$ cat src/rtl/alarm_ctrl_24hr_if.sv
// Signal bundle between the 24-hour time source / user controls and the alarm controller.
// The master side drives time and user requests; the slave side is the controller itself.
interface alarm_ctrl_24hr_if;
  logic [4:0] hour_i;
  logic [5:0] min_i;
  logic [5:0] sec_i;
  logic       alarm_en_i;
  logic       alarm_set_i;
  logic [4:0] alarm_hour_i;
  logic [5:0] alarm_min_i;
  logic       snooze_i;
  logic       stop_i;

  logic       ringing_o;
  logic       buzzer_o;
  logic       snoozing_o;
  logic [2:0] snooze_cnt_o;
  logic [4:0] alarm_hour_o;
  logic [5:0] alarm_min_o;

  modport master (
    output hour_i, min_i, sec_i, alarm_en_i, alarm_set_i, alarm_hour_i, alarm_min_i,
           snooze_i, stop_i,
    input  ringing_o, buzzer_o, snoozing_o, snooze_cnt_o, alarm_hour_o, alarm_min_o
  );

  modport slave (
    input  hour_i, min_i, sec_i, alarm_en_i, alarm_set_i, alarm_hour_i, alarm_min_i,
           snooze_i, stop_i,
    output ringing_o, buzzer_o, snoozing_o, snooze_cnt_o, alarm_hour_o, alarm_min_o
  );
endinterface

$ cat src/rtl/alarm_ctrl_24hr.sv
// Alarm/snooze controller: compares the live hh:mm:ss against a stored alarm time,
// rings the buzzer, and handles snooze, stop and ring timeout.
//
// state     | meaning
// S_IDLE    | alarm disarmed (alarm_en_i low)
// S_ARMED   | waiting for the alarm time to be reached
// S_RINGING | buzzer active, accepting stop / snooze, counting minutes to timeout
// S_SNOOZE  | silent, waiting for the snooze target time
module alarm_ctrl_24hr #(
  parameter int SNOOZE_MIN       = 5,
  parameter int MAX_SNOOZES      = 3,
  parameter int RING_TIMEOUT_MIN = 10
) (
  input  logic               clk_i,
  input  logic               reset_i,
  alarm_ctrl_24hr_if.slave   bus
);

  typedef enum logic [1:0] {
    S_IDLE    = 2'd0,
    S_ARMED   = 2'd1,
    S_RINGING = 2'd2,
    S_SNOOZE  = 2'd3
  } state_t;

  state_t     r_state, w_state_nxt;
  logic [2:0] r_snooze_cnt, w_snooze_cnt_nxt;
  logic [3:0] r_ring_cnt, w_ring_cnt_nxt;
  logic [4:0] r_tgt_hour, w_tgt_hour_nxt;
  logic [5:0] r_tgt_min, w_tgt_min_nxt;
  logic [4:0] r_alarm_hour;
  logic [5:0] r_alarm_min;
  logic       r_match_q;
  logic [5:0] r_sec_q;
  logic       r_buzzer, w_buzzer_nxt;
  logic       r_ringing;
  logic       r_snoozing;

  logic       w_match;
  logic       w_trig;
  logic       w_min_tick;
  logic       w_set_valid;
  logic       w_tgt_hit;
  logic       w_snooze_ok;
  logic       w_ring_last;
  logic [6:0] w_min_sum;
  logic [4:0] w_snz_hour;
  logic [5:0] w_snz_min;

  assign w_match     = (bus.hour_i == r_alarm_hour) && (bus.min_i == r_alarm_min) &&
                       (bus.sec_i == 6'd0);
  assign w_trig      = w_match && !r_match_q;
  assign w_min_tick  = (bus.sec_i == 6'd0) && (r_sec_q != 6'd0);
  assign w_set_valid = (bus.alarm_hour_i <= 5'd23) && (bus.alarm_min_i <= 6'd59);
  assign w_tgt_hit   = (bus.hour_i == r_tgt_hour) && (bus.min_i == r_tgt_min) &&
                       (bus.sec_i == 6'd0);
  assign w_snooze_ok = (r_snooze_cnt < 3'(MAX_SNOOZES));
  assign w_ring_last = (r_ring_cnt == 4'(RING_TIMEOUT_MIN - 1));

  // Snooze target = now + SNOOZE_MIN minutes, carrying into the hour and wrapping at midnight.
  always_comb begin
    w_min_sum  = {1'b0, bus.min_i} + 7'(SNOOZE_MIN);
    w_snz_hour = bus.hour_i;
    w_snz_min  = w_min_sum[5:0];
    if (w_min_sum >= 7'd60) begin
      w_snz_min  = 6'(w_min_sum - 7'd60);
      w_snz_hour = (bus.hour_i == 5'd23) ? 5'd0 : 5'(bus.hour_i + 5'd1);
    end
  end

  always_comb begin
    w_state_nxt      = r_state;
    w_snooze_cnt_nxt = r_snooze_cnt;
    w_ring_cnt_nxt   = r_ring_cnt;
    w_tgt_hour_nxt   = r_tgt_hour;
    w_tgt_min_nxt    = r_tgt_min;

    if (!bus.alarm_en_i) begin
      w_state_nxt      = S_IDLE;
      w_snooze_cnt_nxt = 3'd0;
    end else begin
      case (r_state)
        S_IDLE: w_state_nxt = S_ARMED;

        S_ARMED: begin
          if (w_trig) begin
            w_state_nxt      = S_RINGING;
            w_ring_cnt_nxt   = 4'd0;
            w_snooze_cnt_nxt = 3'd0;
          end
        end

        S_RINGING: begin
          if (bus.alarm_set_i || bus.stop_i) begin
            w_state_nxt      = S_ARMED;
            w_snooze_cnt_nxt = 3'd0;
          end else if (bus.snooze_i && w_snooze_ok) begin
            w_state_nxt      = S_SNOOZE;
            w_snooze_cnt_nxt = 3'(r_snooze_cnt + 3'd1);
            w_tgt_hour_nxt   = w_snz_hour;
            w_tgt_min_nxt    = w_snz_min;
          end else if (w_min_tick) begin
            if (w_ring_last) begin
              w_state_nxt      = S_ARMED;
              w_snooze_cnt_nxt = 3'd0;
            end else begin
              w_ring_cnt_nxt = 4'(r_ring_cnt + 4'd1);
            end
          end
        end

        S_SNOOZE: begin
          if (bus.alarm_set_i || bus.stop_i) begin
            w_state_nxt      = S_ARMED;
            w_snooze_cnt_nxt = 3'd0;
          end else if (w_tgt_hit) begin
            w_state_nxt    = S_RINGING;
            w_ring_cnt_nxt = 4'd0;
          end
        end

        default: w_state_nxt = S_IDLE;
      endcase
    end

    // Buzzer restarts at 1 on every entry into ringing.
    if (w_state_nxt == S_RINGING) begin
      w_buzzer_nxt = (r_state == S_RINGING) ? !r_buzzer : 1'b1;
    end else begin
      w_buzzer_nxt = 1'b0;
    end
  end

  always_ff @(posedge clk_i or negedge reset_i) begin
    if (!reset_i) begin
      r_state      <= S_IDLE;
      r_snooze_cnt <= 3'd0;
      r_ring_cnt   <= 4'd0;
      r_tgt_hour   <= 5'd0;
      r_tgt_min    <= 6'd0;
      r_buzzer     <= 1'b0;
      r_ringing    <= 1'b0;
      r_snoozing   <= 1'b0;
    end else begin
      r_state      <= w_state_nxt;
      r_snooze_cnt <= w_snooze_cnt_nxt;
      r_ring_cnt   <= w_ring_cnt_nxt;
      r_tgt_hour   <= w_tgt_hour_nxt;
      r_tgt_min    <= w_tgt_min_nxt;
      r_buzzer     <= w_buzzer_nxt;
      r_ringing    <= (w_state_nxt == S_RINGING);
      r_snoozing   <= (w_state_nxt == S_SNOOZE);
    end
  end

  always_ff @(posedge clk_i or negedge reset_i) begin
    if (!reset_i) begin
      r_alarm_hour <= 5'd0;
      r_alarm_min  <= 6'd0;
      r_match_q    <= 1'b0;
      r_sec_q      <= 6'd0;
    end else begin
      if (bus.alarm_set_i && w_set_valid) begin
        r_alarm_hour <= bus.alarm_hour_i;
        r_alarm_min  <= bus.alarm_min_i;
      end
      r_match_q <= w_match;
      r_sec_q   <= bus.sec_i;
    end
  end

  assign bus.ringing_o    = r_ringing;
  assign bus.buzzer_o     = r_buzzer;
  assign bus.snoozing_o   = r_snoozing;
  assign bus.snooze_cnt_o = r_snooze_cnt;
  assign bus.alarm_hour_o = r_alarm_hour;
  assign bus.alarm_min_o  = r_alarm_min;

endmodule

$ cat src/flat_wrapper.sv
// flat-port wrapper written by rule: the top's interface ports become plain ports
module alarm_ctrl_24hr_flat 
#(
  parameter int SNOOZE_MIN       = 5,
  parameter int MAX_SNOOZES      = 3,
  parameter int RING_TIMEOUT_MIN = 10
)
  (clk_i, reset_i, bus_hour_i, bus_min_i, bus_sec_i, bus_alarm_en_i, bus_alarm_set_i, bus_alarm_hour_i, bus_alarm_min_i, bus_snooze_i, bus_stop_i, bus_ringing_o, bus_buzzer_o, bus_snoozing_o, bus_snooze_cnt_o, bus_alarm_hour_o, bus_alarm_min_o);
  alarm_ctrl_24hr_if bus_i ();
  input  logic clk_i;
  input  logic reset_i;
  input wire logic [$bits(bus_i.hour_i)-1:0] bus_hour_i;
  input wire logic [$bits(bus_i.min_i)-1:0] bus_min_i;
  input wire logic [$bits(bus_i.sec_i)-1:0] bus_sec_i;
  input wire logic [$bits(bus_i.alarm_en_i)-1:0] bus_alarm_en_i;
  input wire logic [$bits(bus_i.alarm_set_i)-1:0] bus_alarm_set_i;
  input wire logic [$bits(bus_i.alarm_hour_i)-1:0] bus_alarm_hour_i;
  input wire logic [$bits(bus_i.alarm_min_i)-1:0] bus_alarm_min_i;
  input wire logic [$bits(bus_i.snooze_i)-1:0] bus_snooze_i;
  input wire logic [$bits(bus_i.stop_i)-1:0] bus_stop_i;
  output wire logic [$bits(bus_i.ringing_o)-1:0] bus_ringing_o;
  output wire logic [$bits(bus_i.buzzer_o)-1:0] bus_buzzer_o;
  output wire logic [$bits(bus_i.snoozing_o)-1:0] bus_snoozing_o;
  output wire logic [$bits(bus_i.snooze_cnt_o)-1:0] bus_snooze_cnt_o;
  output wire logic [$bits(bus_i.alarm_hour_o)-1:0] bus_alarm_hour_o;
  output wire logic [$bits(bus_i.alarm_min_o)-1:0] bus_alarm_min_o;
  assign bus_i.hour_i = bus_hour_i;
  assign bus_i.min_i = bus_min_i;
  assign bus_i.sec_i = bus_sec_i;
  assign bus_i.alarm_en_i = bus_alarm_en_i;
  assign bus_i.alarm_set_i = bus_alarm_set_i;
  assign bus_i.alarm_hour_i = bus_alarm_hour_i;
  assign bus_i.alarm_min_i = bus_alarm_min_i;
  assign bus_i.snooze_i = bus_snooze_i;
  assign bus_i.stop_i = bus_stop_i;
  assign bus_ringing_o = bus_i.ringing_o;
  assign bus_buzzer_o = bus_i.buzzer_o;
  assign bus_snoozing_o = bus_i.snoozing_o;
  assign bus_snooze_cnt_o = bus_i.snooze_cnt_o;
  assign bus_alarm_hour_o = bus_i.alarm_hour_o;
  assign bus_alarm_min_o = bus_i.alarm_min_o;
  alarm_ctrl_24hr #(.SNOOZE_MIN(SNOOZE_MIN), .MAX_SNOOZES(MAX_SNOOZES), .RING_TIMEOUT_MIN(RING_TIMEOUT_MIN)) u_core (.clk_i(clk_i), .reset_i(reset_i), .bus(bus_i));
endmodule
$ cat config.mk
export PLATFORM = sky130hd
export DESIGN_NAME = alarm_ctrl_24hr_flat
export DESIGN_NICKNAME = d
export VERILOG_FILES = /design/src/rtl/alarm_ctrl_24hr_if.sv /design/src/rtl/alarm_ctrl_24hr.sv /design/src/flat_wrapper.sv
export SDC_FILE = /design/constraint.sdc
export NUM_CORES = 1
export LEC_CHECK = 0
export CAP_MARGIN = 20
export CELL_PAD_IN_SITES_DETAIL_PLACEMENT = 0
export CELL_PAD_IN_SITES_GLOBAL_PLACEMENT = 1
export CORE_MARGIN = 2
export CORE_UTILIZATION = 42
export CTS_CLUSTER_SIZE = 40
export DETAILED_ROUTE_END_ITERATION = 10
export PLACE_DENSITY = 0.86
export SLEW_MARGIN = 20
export SYNTH_ARGS = -nofsm -noshare
export SYNTH_HDL_FRONTEND = slang
export SYNTH_SLANG_ARGS = --single-unit
$ cat constraint.sdc
create_clock -name clk_i -period 3.5 [get_ports clk_i]
set_clock_uncertainty 0.2 [all_clocks]
set_input_delay 0.7 -clock clk_i [delete_from_list [all_inputs] [get_ports clk_i]]
set_output_delay 0.7 -clock clk_i [all_outputs]
set_load 0.05 [all_outputs]
==> results of run 1 <==
[layer usage]
metal,routed length (um),share of wire [%]
met5,0,0
met4,72,1.3
met3,273,5.1
met2,2360,44
met1,2680,50
[per-stage QoR]
step	hold slack, ns	util, %	setup slack [ns]
after global placement	0.265	55.6	-0.0110
after detailed placement	0.270	55.6	-0.108
after global routing	0.294	57.7	0.0610
final	0.277	57.7	0.272
after floorplan	0.204	-	0.355
after CTS	0.281	57.7	0.185
[flip-flops by register name, indices dropped and copies added, names as in the netlist, 2 cells and up]
name,count
u_core.r_tgt_min,6
u_core.r_ring_cnt,4
u_core.r_tgt_hour,5
u_core.r_sec_q,6
u_core.r_state,2
u_core.bus.alarm_hour_o,5
u_core.bus.snooze_cnt_o,3
u_core.bus.alarm_min_o,6
[cells in the mapped netlist (3+ instances only)]
library cell / count / share of area, %
sky130_fd_sc_hd__clkbuf_1: 6 / 0.91
sky130_fd_sc_hd__dfrtp_1: 41 / 42
sky130_fd_sc_hd__nand3_1: 7 / 1.4
sky130_fd_sc_hd__nand3b_1: 3 / 0.91
sky130_fd_sc_hd__a21o_1: 3 / 0.91
sky130_fd_sc_hd__a21oi_1: 6 / 1.2
sky130_fd_sc_hd__and3_1: 6 / 1.5
sky130_fd_sc_hd__o21ai_0: 14 / 2.8
sky130_fd_sc_hd__o31ai_1: 3 / 0.91
sky130_fd_sc_hd__mux2_2: 10 / 4.6
sky130_fd_sc_hd__and2_1: 4 / 1.0
sky130_fd_sc_hd__mux2i_1: 5 / 2.0
sky130_fd_sc_hd__nand4_1: 7 / 1.8
sky130_fd_sc_hd__inv_1: 10 / 1.5
sky130_fd_sc_hd__nor2_1: 16 / 2.4
sky130_fd_sc_hd__ha_1: 11 / 5.6
sky130_fd_sc_hd__buf_2: 5 / 1.0
sky130_fd_sc_hd__xnor2_1: 26 / 9.2
sky130_fd_sc_hd__nand2_1: 23 / 3.5
sky130_fd_sc_hd__nand2b_1: 4 / 1.0
[report_power, final]
part / switching [mW] / internal (mW) / total, mW
registers: 0.0216 / 0.497 / 0.519
logic: 0.171 / 0.142 / 0.313
clock network: 0.170 / 0.213 / 0.383
total: 0.362 / 0.853 / 1.21
[layout make-up]
class	count	area (sq um)	share of cell area [%]
multi-input cells	189	1360	42.1
flip-flops and latches	41	1030	31.9
repair buffers	63	593	18.4
well taps	72	90.1	2.80
clock buffers	5	68.8	2.14
clock inverters	3	46.3	1.44
inverters	10	37.5	1.17
[worst reg2reg max path, stage by stage (launching register included)]
cell and delay [ns]:
sky130_fd_sc_hd__dfrtp_1 0.43, sky130_fd_sc_hd__ha_1 0.23, sky130_fd_sc_hd__and3_1 0.18, sky130_fd_sc_hd__o41ai_1 0.60, sky130_fd_sc_hd__and2_1 0.24, sky130_fd_sc_hd__nand3_1 0.13
sky130_fd_sc_hd__mux2_2 0.29
[cell families after synthesis]
family	share of synthesized area (%)
compound gates	14.1
flops	41.6
fa+ha+maj	5.58
mux	6.59
simple gates	19.3
xor+xnor	9.23
buf+inv	3.60
[final timing paths]
kind                            cells past startpoint  slack (ns)                                to
worst max-delay path                               10        0.27   u_core.r_tgt_min[4]$_DFFE_PN0P_
worst min-delay path                                1        0.28     u_core.bus.buzzer_o$_DFF_PN0_
worst max register to register                      6        1.10  u_core.r_ring_cnt[0]$_DFFE_PN0P_
worst min register to register                      1        0.28     u_core.bus.buzzer_o$_DFF_PN0_
max in group asynchronous                           1        2.24   u_core.r_tgt_min[0]$_DFFE_PN0P_
min in group asynchronous                           1        0.31  u_core.r_ring_cnt[2]$_DFFE_PN0P_
==> out/results.ini, run 1 <==
[outcome]
run_status = complete, no violations

[critical_path]
worst_path_arrival_ns = 3.22
timing.critical_path.fanout_max = 9
cp_slowest_stage_delay_ns = 0.47
endpoint_kind = register
critical_path.n_buffers_inverters = 1
crit_path_start = bus_min_i[0]
worstPathCellList = clkdlybuf4s50_1, ha_1, xnor2_1, ha_1, and2_1, a2111oi_1, and4b_1, or2_4, and3_1, o31ai_1
setup.worst_path.class = in -> reg
timing.critical_path.mode_cell = sky130_fd_sc_hd__ha_1
sort_of_element_at_the_start_of_the_critical_path = input pin
worst_r2r_startpoint = u_core.r_ring_cnt[0]$_DFFE_PN0P_
critPathRequiredTime_ns = 3.49
worst_path_dominant_cell_family = simple AND/OR/NAND/NOR gates
cp_slowest_cell = sky130_fd_sc_hd__clkdlybuf4s50_1

[drt]
drt-initial-drc-count = 126
totalWireLength_um = 5390
drc_errors = 0
antenna_violating_nets_post_route = 0
avgViaCountPerCell = 5.26
drt_pre_antenna_iters = 4
vias = 2013
routed_wire_length_per_instance_um = 14.1

[floorplanning]
num_rows = 27
die_width_um = 80.6
coreArea_sq_um = 5570
die_y_um = 80.6
start_util_pct = 44.3
ioPinCount = 51
die_area_sq_um = 6500

[sta]
report.final.setup_viol = 0
worst_pin_slew_ns = 0.866
unrepaired_setup_endpoints_after_global_routing = false
setup_tns_ns = 0
finalMaxSlewViolations = 0
report.final.hold_viol_count = 0
timing.fmax_mhz = 310
final.period_utilization_pct = 92.2
min_period_ns = 3.23
worst_slew_margin_rel_pct = 42.3

[placement]
post_dp_cell_area_sq_um = 3100
gp_congestion = 0.895
detailed_place_hpwl_um = 4190
numPlacedInstances = 375
port_buffers = 50

[global_routing]
grt_use_met2_pct = 27.9
grt_max_degree = 42
grt.overflow.total = 0
grt_usage_pct = 18.5
initial_antenna_violation_count = 0
globalRouteMet3Util_pct = 4.04
wire_length_of_the_first_global_routing_pass_um = 9240
gr-max-usage-layer = met2
grt_pass1_vias = 1959
global_route_met1_usage_pct = 26.5

[worst_hold_path]
worstHoldPathType = reg -> reg
hold_start = u_core.bus.buzzer_o$_DFF_PN0_

[final_layout]
most_frequent_standard_cell_in_the_layout_excluding_fill_and_tap_cells = sky130_fd_sc_hd__clkdlybuf4s50_1
layoutNonFillerInstCount = 383
final_cell_mix = sky130_fd_sc_hd__clkdlybuf4s50_1, sky130_fd_sc_hd__dfrtp_1, sky130_fd_sc_hd__xnor2_1
final_design_area_no_fill_sq_um = 3220
syn_to_final_growth_pct = 30.4
layout_filler_cell_count = 505
final_layout_size_suffix_gt1_share_pct = 13.5
n_antenna_cell = 0
nets = 355

[clock_network]
cts-htree-levels = 2
cts-root-to-sink-buffers = 2
cts_setup_buffers = 0
cts-root-buf = sky130_fd_sc_hd__clkbuf_8
cts-buffers-inserted = 5
numClockSinks = 41
cts_resized = 0
hold_buffers = 0
insertion_delay_ns = 0.29
clkSlewWorstSetupHoldPaths_ns = 0.08
cts_tree = yes

[pwr]
powerDensity_nw_per_um2 = 377
power.ir.vdd_worst_mv = 0.318
cellLeakagePower_nw = 1.33
overall_power_mw = 1.21

[synthesis]
yosys.cell_types.count = 54
async_set_reset_flop_share_out_of_synthesis_pct = 100
synth_seq_cells = 41
syn-mean-instance-area_sq_um = 9.79
post_synth_inst_count = 252
yosysSeqAreaShare_pct = 41.6
synth_nets = 297
synthesis.yosys.warnings = 0
synth_enable_flop_cells = 0
mappedNetlistArea_sq_um = 2470
synth_flop_cell = sky130_fd_sc_hd__dfrtp_1

[run]
max_cap_viols = 0

(Power assumes the default switching activity.)
==> run 2: changes to the inputs <==
--- a/config.mk
+++ b/config.mk
@@ -5,14 +5,15 @@
 export SDC_FILE = /design/constraint.sdc
 export NUM_CORES = 1
 export LEC_CHECK = 0
+export ABC_AREA = 1
 export CAP_MARGIN = 20
 export CELL_PAD_IN_SITES_DETAIL_PLACEMENT = 0
 export CELL_PAD_IN_SITES_GLOBAL_PLACEMENT = 1
 export CORE_MARGIN = 2
-export CORE_UTILIZATION = 42
+export CORE_UTILIZATION = 40
 export CTS_CLUSTER_SIZE = 40
 export DETAILED_ROUTE_END_ITERATION = 10
-export PLACE_DENSITY = 0.86
+export PLACE_DENSITY = 0.87
 export SLEW_MARGIN = 20
 export SYNTH_ARGS = -nofsm -noshare
 export SYNTH_HDL_FRONTEND = slang
==> run 2 against run 1 <==
- via count grew 12%
- fmax grew 11%
- setup slack better by 0.32 ns
- critical path type unchanged
- register-to-register slack better by 0.13 ns
- non-clock buffer count fell by 12
- largest cell class unchanged
- cell area decreased by 0.31%
- hold slack improved by 0.030 ns
- sequential power is 1% lower
- clock power grew 18%
- synthesized cell count increased by 36%
- critical path depth rose by 4
- first-iteration DRC count rose by 28%
==> out/results.ini, run 2 <==
[drt]
drc_errors = 0
drt-initial-drc-count = 161
avgViaCountPerCell = 4.76
vias = 2253
antenna_violating_nets_post_route = 0
totalWireLength_um = 5670
routed_wire_length_per_instance_um = 12.0
drt_pre_antenna_iters = 4

[clock_network]
clkSlewWorstSetupHoldPaths_ns = 0.08
cts-root-buf = sky130_fd_sc_hd__clkbuf_8
cts_tree = yes
cts-root-to-sink-buffers = 2
numClockSinks = 41
cts_setup_buffers = 0
cts-buffers-inserted = 5
hold_buffers = 0
cts-htree-levels = 2
cts_resized = 0
insertion_delay_ns = 0.29

[floorplanning]
ioPinCount = 51
die_y_um = 83.1
num_rows = 28
die_width_um = 83.1
start_util_pct = 41.7
die_area_sq_um = 6900
coreArea_sq_um = 5990

[synthesis]
synth_flop_cell = sky130_fd_sc_hd__dfrtp_1
yosysSeqAreaShare_pct = 41.0
synth_commonest_cells = sky130_fd_sc_hd__nand2_1, sky130_fd_sc_hd__dfrtp_1, sky130_fd_sc_hd__inv_1
synth_seq_cells = 41
synth_nets = 387
yosys.cell_types.count = 28
dominant_cell_by_count_in_the_synthesized_netlist = sky130_fd_sc_hd__nand2_1
synth_enable_flop_cells = 0
synth_xor_area_share_pct = 3.50
ys_top_cells_by_area = sky130_fd_sc_hd__dfrtp_1, sky130_fd_sc_hd__nand2_1, sky130_fd_sc_hd__inv_1
synth_largest_type_area_fraction_pct = 41.0
async_set_reset_flop_share_out_of_synthesis_pct = 100
synth-adder-area-share_pct = 5.51
synthesis.yosys.warnings = 0
yosys-mux-area-fraction_pct = 0.901
synthSimpleGateAreaFrac_pct = 34.8
post_synth_inst_count = 342
syn-mean-instance-area_sq_um = 7.31
mappedNetlistArea_sq_um = 2500
largest_family_of_logic_cells_by_synthesized_area = simple AND/OR/NAND/NOR gates
synth_top_cell_by_area = sky130_fd_sc_hd__dfrtp_1
compound_gate_fraction_of_synth_area_pct = 6.86

[sta]
finalMaxSlewViolations = 0
final.period_utilization_pct = 83.2
worst_slew_margin_rel_pct = 39.6
report.final.hold_viol_count = 0
worst_pin_slew_ns = 0.906
unrepaired_setup_endpoints_after_global_routing = false
timing.fmax_mhz = 343
setup_tns_ns = 0
min_period_ns = 2.91
report.final.setup_viol = 0
hold_slack_ns = 0.307

[pwr]
powerDensity_nw_per_um2 = 388
power.ir.vdd_worst_mv = 0.228
cellLeakagePower_nw = 1.58
overall_power_mw = 1.25

[critical_path]
cp_slowest_cell = sky130_fd_sc_hd__clkdlybuf4s50_1
endpoint_kind = register
sort_of_element_at_the_start_of_the_critical_path = input pin
worstPathCellList = clkdlybuf4s50_1, ha_1, or2_4, nand2_1, ha_1, nand2_1, o21ai_1, nand2_1, nand2_2, inv_1, nand2_1, nand2_1, nand2_1, nand2_1
timing.critical_path.mode_cell = sky130_fd_sc_hd__nand2_1
critical_path.n_buffers_inverters = 2
worst_path_arrival_ns = 2.90
cp_slowest_stage_delay_ns = 0.52
worst_path_dominant_cell_family = simple AND/OR/NAND/NOR gates
setup.worst_path.class = in -> reg
critPathRequiredTime_ns = 3.49
timing.critical_path.fanout_max = 12
worst-r2r-setup-slack_ns = 1.23

[final_layout]
register_area_sq_um = 1030
nets = 442
final_layout_size_suffix_gt1_share_pct = 8.54
syn_to_final_growth_pct = 28.3
final_design_area_no_fill_sq_um = 3210
final_cell_mix = sky130_fd_sc_hd__nand2_1, sky130_fd_sc_hd__clkdlybuf4s50_1, sky130_fd_sc_hd__inv_1, sky130_fd_sc_hd__dfrtp_1, sky130_fd_sc_hd__nor2_1
n_antenna_cell = 0
multi_input_gate_area_in_the_final_layout_sq_um = 1290
most_frequent_standard_cell_in_the_layout_excluding_fill_and_tap_cells = sky130_fd_sc_hd__nand2_1
layout_filler_cell_count = 595

[global_routing]
grt_max_degree = 42
initial_antenna_violation_count = 0
grt.overflow.total = 0
wire_length_of_the_first_global_routing_pass_um = 10100
grt_usage_pct = 17.7
grt_pass1_vias = 2194

[placement]
port_buffers = 50
gp_congestion = 0.820
post_dp_cell_area_sq_um = 3070
detailed_place_hpwl_um = 4420

[worst_hold_path]
worstHoldPathType = reg -> reg

[outcome]
run_status = complete, no violations

[run]
max_cap_viols = 0

[run 2: changes by cell type in the layout (fill, tap and decap cells not counted), moves of 12 or more]
cell and change:
sky130_fd_sc_hd__nor2_1 +15, sky130_fd_sc_hd__buf_4 -12, sky130_fd_sc_hd__nand2_1 +94, sky130_fd_sc_hd__xnor2_1 -20, sky130_fd_sc_hd__inv_1 +31, sky130_fd_sc_hd__nand3_1 +14
[run 2: tightest hold or removal path: stages, from the launching register on]
cell and delay (ns):
sky130_fd_sc_hd__dfrtp_1 0.37, sky130_fd_sc_hd__nand2_1 0.06, sky130_fd_sc_hd__nand2_1 0.05
[run 2: final timing paths]
kind                                            startpoint                                     to  depth (start not counted)
max                                           bus_min_i[0]       u_core.r_tgt_hour[3]$_DFFE_PN0P_                         14
max reg2reg                    u_core.r_state[0]$_DFF_PN0_        u_core.r_tgt_min[2]$_DFFE_PN0P_                          8
min reg2reg                u_core.r_tgt_min[5]$_DFFE_PN0P_        u_core.r_tgt_min[5]$_DFFE_PN0P_                          2
min in group asynchronous                          reset_i  u_core.bus.alarm_min_o[5]$_DFFE_PN0P_                          1
max in group asynchronous                          reset_i            u_core.r_state[0]$_DFF_PN0_                          1
min                        u_core.r_tgt_min[5]$_DFFE_PN0P_        u_core.r_tgt_min[5]$_DFFE_PN0P_                          2
[run 2: where the power goes]
group	internal [mW]	switching, mW
combinational	0.109	0.173
clock	0.283	0.168
sequential	0.495	0.0172
[run 2: final cells by class]
type / instances / share of cell area, %
Clock inverter: 3 / 2.03
Tap cell: 75 / 2.93
Clock buffer: 5 / 2.15
Sequential cell: 41 / 32.0
Timing Repair Buffer: 51 / 15.7
Multi-Input combinational cell: 255 / 40.2
Inverter: 43 / 5.03
[run 2: metal layers]
metal,global-route usage [%],wire [um]
met1,24.1,2910
met2,28.2,2440
met3,3.88,234
met4,5.37,94
met5,0,0
[run 2: kinds of logic (layout without fill, tap and decap cells)]
logic type               after synthesis  after routing
AO/OA/AOI/OAI                         33             33
adder cells (fa/ha/maj)               11             11
multiplexers                           2              2
XOR/XNOR                              10             10
buffers and inverters                 46            102
AND/OR/NAND/NOR                      199            199
flip-flops                            41             41
[run 2: metrics by stage]
step,utilization (%),cells,setup WS (ns)
after floorplan,-,342,1.14
after global placement,51.3,465,0.374
after detailed placement,51.3,465,0.276
after CTS,53.6,473,0.594
after global routing,53.6,473,0.353
final,53.6,473,0.587
==> run 3: changes to the inputs <==
--- a/config.mk
+++ b/config.mk
@@ -10,10 +10,10 @@
 export CELL_PAD_IN_SITES_DETAIL_PLACEMENT = 0
 export CELL_PAD_IN_SITES_GLOBAL_PLACEMENT = 1
 export CORE_MARGIN = 2
-export CORE_UTILIZATION = 40
+export CORE_UTILIZATION = 37
 export CTS_CLUSTER_SIZE = 40
 export DETAILED_ROUTE_END_ITERATION = 10
-export PLACE_DENSITY = 0.87
+export PLACE_DENSITY = 0.81
 export SLEW_MARGIN = 20
 export SYNTH_ARGS = -nofsm -noshare
 export SYNTH_HDL_FRONTEND = slang
==> constraint.sdc (replaced) <==
create_clock -name clk_i -period 2.8 [get_ports clk_i]
set_clock_uncertainty 0.2 [all_clocks]
set_input_delay 0.56 -clock clk_i [delete_from_list [all_inputs] [get_ports clk_i]]
set_output_delay 0.56 -clock clk_i [all_outputs]
set_load 0.05 [all_outputs]
==> run 3 against run 2 <==
- sequential cell count stayed put
- die area increased by 7.7%
- via count grew 3.9%
- first-iteration DRC count down 28%
- global-route usage fell by 0.99 points
- clock-buffer cell count unchanged
- combinational power increased by 32%
- hold slack gained 0.0046 ns
- sequential share of layout area is 1.2 points lower
==> out/results.ini, run 3 (synthesis gave the netlist of run 2 again) <==
[global_routing]
global_route_met1_usage_pct = 24.9
grt_max_degree = 20
wire_length_of_the_first_global_routing_pass_um = 9840
gr-max-usage-layer = met2
grt.overflow.total = 0
grt_use_met2_pct = 24.9
grt_usage_pct = 16.7
grt_pass1_vias = 2109
initial_antenna_violation_count = 0
globalRouteMet3Util_pct = 3.05

[drt]
avgViaCountPerCell = 4.78
totalWireLength_um = 5920
drt_pre_antenna_iters = 4
drc_errors = 0
antenna_violating_nets_post_route = 0
routed_wire_length_per_instance_um = 12.1
vias = 2341
drt-initial-drc-count = 116

[sta]
worst_pin_slew_ns = 0.532
unrepaired_setup_endpoints_after_global_routing = false
hold_slack_ns = 0.311
final.period_utilization_pct = 88.4
report.final.setup_viol = 0
worst_slew_margin_rel_pct = 64.4
report.final.hold_viol_count = 0
setup_tns_ns = 0
finalMaxSlewViolations = 0
timing.fmax_mhz = 404
min_period_ns = 2.47

[critical_path]
worst_r2r_startpoint = u_core.r_state[0]$_DFF_PN0_
worst-r2r-setup-slack_ns = 0.82
worstReg2RegEnd = u_core.r_tgt_hour[1]$_DFFE_PN0P_
worst_path_dominant_cell_family = simple AND/OR/NAND/NOR gates
crit_path_start = bus_min_i[0]
endpoint_kind = register
critPathRequiredTime_ns = 2.79
cp_slowest_cell = sky130_fd_sc_hd__clkdlybuf4s50_1
setup.worst_path.class = in -> reg
timing.critical_path.mode_cell = sky130_fd_sc_hd__nand2_1
timing.critical_path.fanout_max = 4
sort_of_element_at_the_start_of_the_critical_path = input pin
worst_path_arrival_ns = 2.46
critical_path.n_buffers_inverters = 2
reg2reg_depth = 9
worstPathCellList = clkdlybuf4s50_1, ha_1, or2_4, nand2_1, ha_1, nand2_1, o21ai_1, nand2_1, nand2_2, buf_4, nand4_1, nand3_1, nand2_1
cp_slowest_stage_delay_ns = 0.45

[pwr]
total_switching_power_mw = 0.464
power.ir.vdd_worst_mv = 0.305
power_report.internal_total_mw = 1.13
cellLeakagePower_nw = 1.66
seq_pwr_share_pct = 40.2
power.combinational.fraction_pct = 23.4
clock_power_share_pct = 36.4
overall_power_mw = 1.59
sw_frac_of_total_pct = 29.1
powerDensity_nw_per_um2 = 478

[floorplanning]
coreArea_sq_um = 6460
ioPinCount = 51
die_y_um = 86.2
num_rows = 29
start_util_pct = 38.7
die_area_sq_um = 7430
die_width_um = 86.2

[worst_hold_path]
min_to = u_core.r_tgt_min[4]$_DFFE_PN0P_
hold-path-cell-count = 2
hold_start = u_core.r_tgt_min[4]$_DFFE_PN0P_
worstHoldPathType = reg -> reg

[final_layout]
n_antenna_cell = 0
layoutNonFillerInstCount = 490
syn_to_final_growth_pct = 33.2
most_frequent_standard_cell_in_the_layout_excluding_fill_and_tap_cells = sky130_fd_sc_hd__nand2_1
nets = 457
final_layout_size_suffix_gt1_share_pct = 11.6
final_cell_mix = sky130_fd_sc_hd__nand2_1, sky130_fd_sc_hd__clkdlybuf4s50_1, sky130_fd_sc_hd__inv_1, sky130_fd_sc_hd__dfrtp_1, sky130_fd_sc_hd__nor2_1

[clock_network]
cts_tree = yes
cts_setup_buffers = 0
numClockSinks = 41
insertion_delay_ns = 0.30
cts-root-buf = sky130_fd_sc_hd__clkbuf_8
cts-buffers-inserted = 5
cts_resized = 0
cts-root-to-sink-buffers = 2
clkSlewWorstSetupHoldPaths_ns = 0.08
cts-htree-levels = 2

[placement]
detailed_place_hpwl_um = 4700
gp_congestion = 0.806
numPlacedInstances = 481
port_buffers = 50

[run]
max_cap_viols = 0

[outcome]
run_status = complete, no violations

==> run 3: cell count changes in the layout (fill, tap and decap cells not counted), sizes merged <==
| cell | previous run | this run |
|---|---|---|
| dlygate4sd3 | 0 | 1 |
| inv | 43 | 44 |
| clkinv | 1 | 0 |
| buf | 2 | 16 |
==> run 3: routing by layer <==
layer / vias to the layer above / share of wire [%] / routed length [um]
li1: 1213 / - / -
met1: 1067 / 51 / 3020
met2: 56 / 43 / 2550
met3: 5 / 4.7 / 281
met4: 0 / 0.98 / 58
met5: - / 0 / 0
==> run 3: cell type report <==
type                            count  area (sq um)
Inverter                           43           161
Sequential cell                    41          1030
Clock buffer                        5          68.8
Clock inverter                      3          68.8
Multi-Input combinational cell    255          1290
Timing Repair Buffer               66           618
Tap cell                           77          96.3
Fill cell                         672          3130
==> run 3: worst reg2reg max path, delay by kind of cell, from the launching register on <==
| kind | cells | cell delay (ns) |
|---|---|---|
| AOI/OAI and AO/OA | 1 | 0.14 |
| DFF | 1 | 0.43 |
| and+or+nand+nor | 3 | 0.29 |
| buffers and inverters | 4 | 0.57 |
| adders and majority gates | 1 | 0.28 |
==> run 3: power by group through the flow <==
stage	registers (mW)	clock network [mW]	logic [mW]
3_3_place_gp	0.651	0	0.369
5_1_grt	0.644	0.618	0.408
3_5_place_dp	0.652	0	0.373
4_1_cts	0.640	0.595	0.376
6_report	0.640	0.579	0.373
2_1_floorplan	0.726	0	0.134
==> run 3: metrics by stage <==
stage | util (%) | setup WS [ns] | cell area [sq um]
2_1_floorplan | - | 0.584 | 2500
3_3_place_gp | 49.3 | 0.0679 | 3180
3_5_place_dp | 49.3 | 0.0326 | 3180
4_1_cts | 51.5 | 0.363 | 3330
5_1_grt | 51.5 | 0.117 | 3330
6_report | 51.5 | 0.326 | 3330
==> run 3: what timing repair did <==
item / CTS / global route
setup endpoints to repair: 0 / 0
endpoints found under the hold margin: 6 / 0
hold buffers: 1 / 0
==> run 3: worst max path at each step <==
| stage | endpoint | slack [ns] | cells past startpoint |
|---|---|---|---|
| floorplan | u_core.r_tgt_min[2]$_DFFE_PN0P_ | 0.58 | 12 |
| global placement | u_core.r_tgt_hour[2]$_DFFE_PN0P_ | 0.07 | 13 |
| detailed placement | u_core.r_tgt_min[2]$_DFFE_PN0P_ | 0.03 | 13 |
| global route | u_core.r_tgt_hour[2]$_DFFE_PN0P_ | 0.12 | 14 |
| finish | u_core.r_tgt_min[4]$_DFFE_PN0P_ | 0.33 | 13 |
| CTS | u_core.r_tgt_min[4]$_DFFE_PN0P_ | 0.36 | 13 |
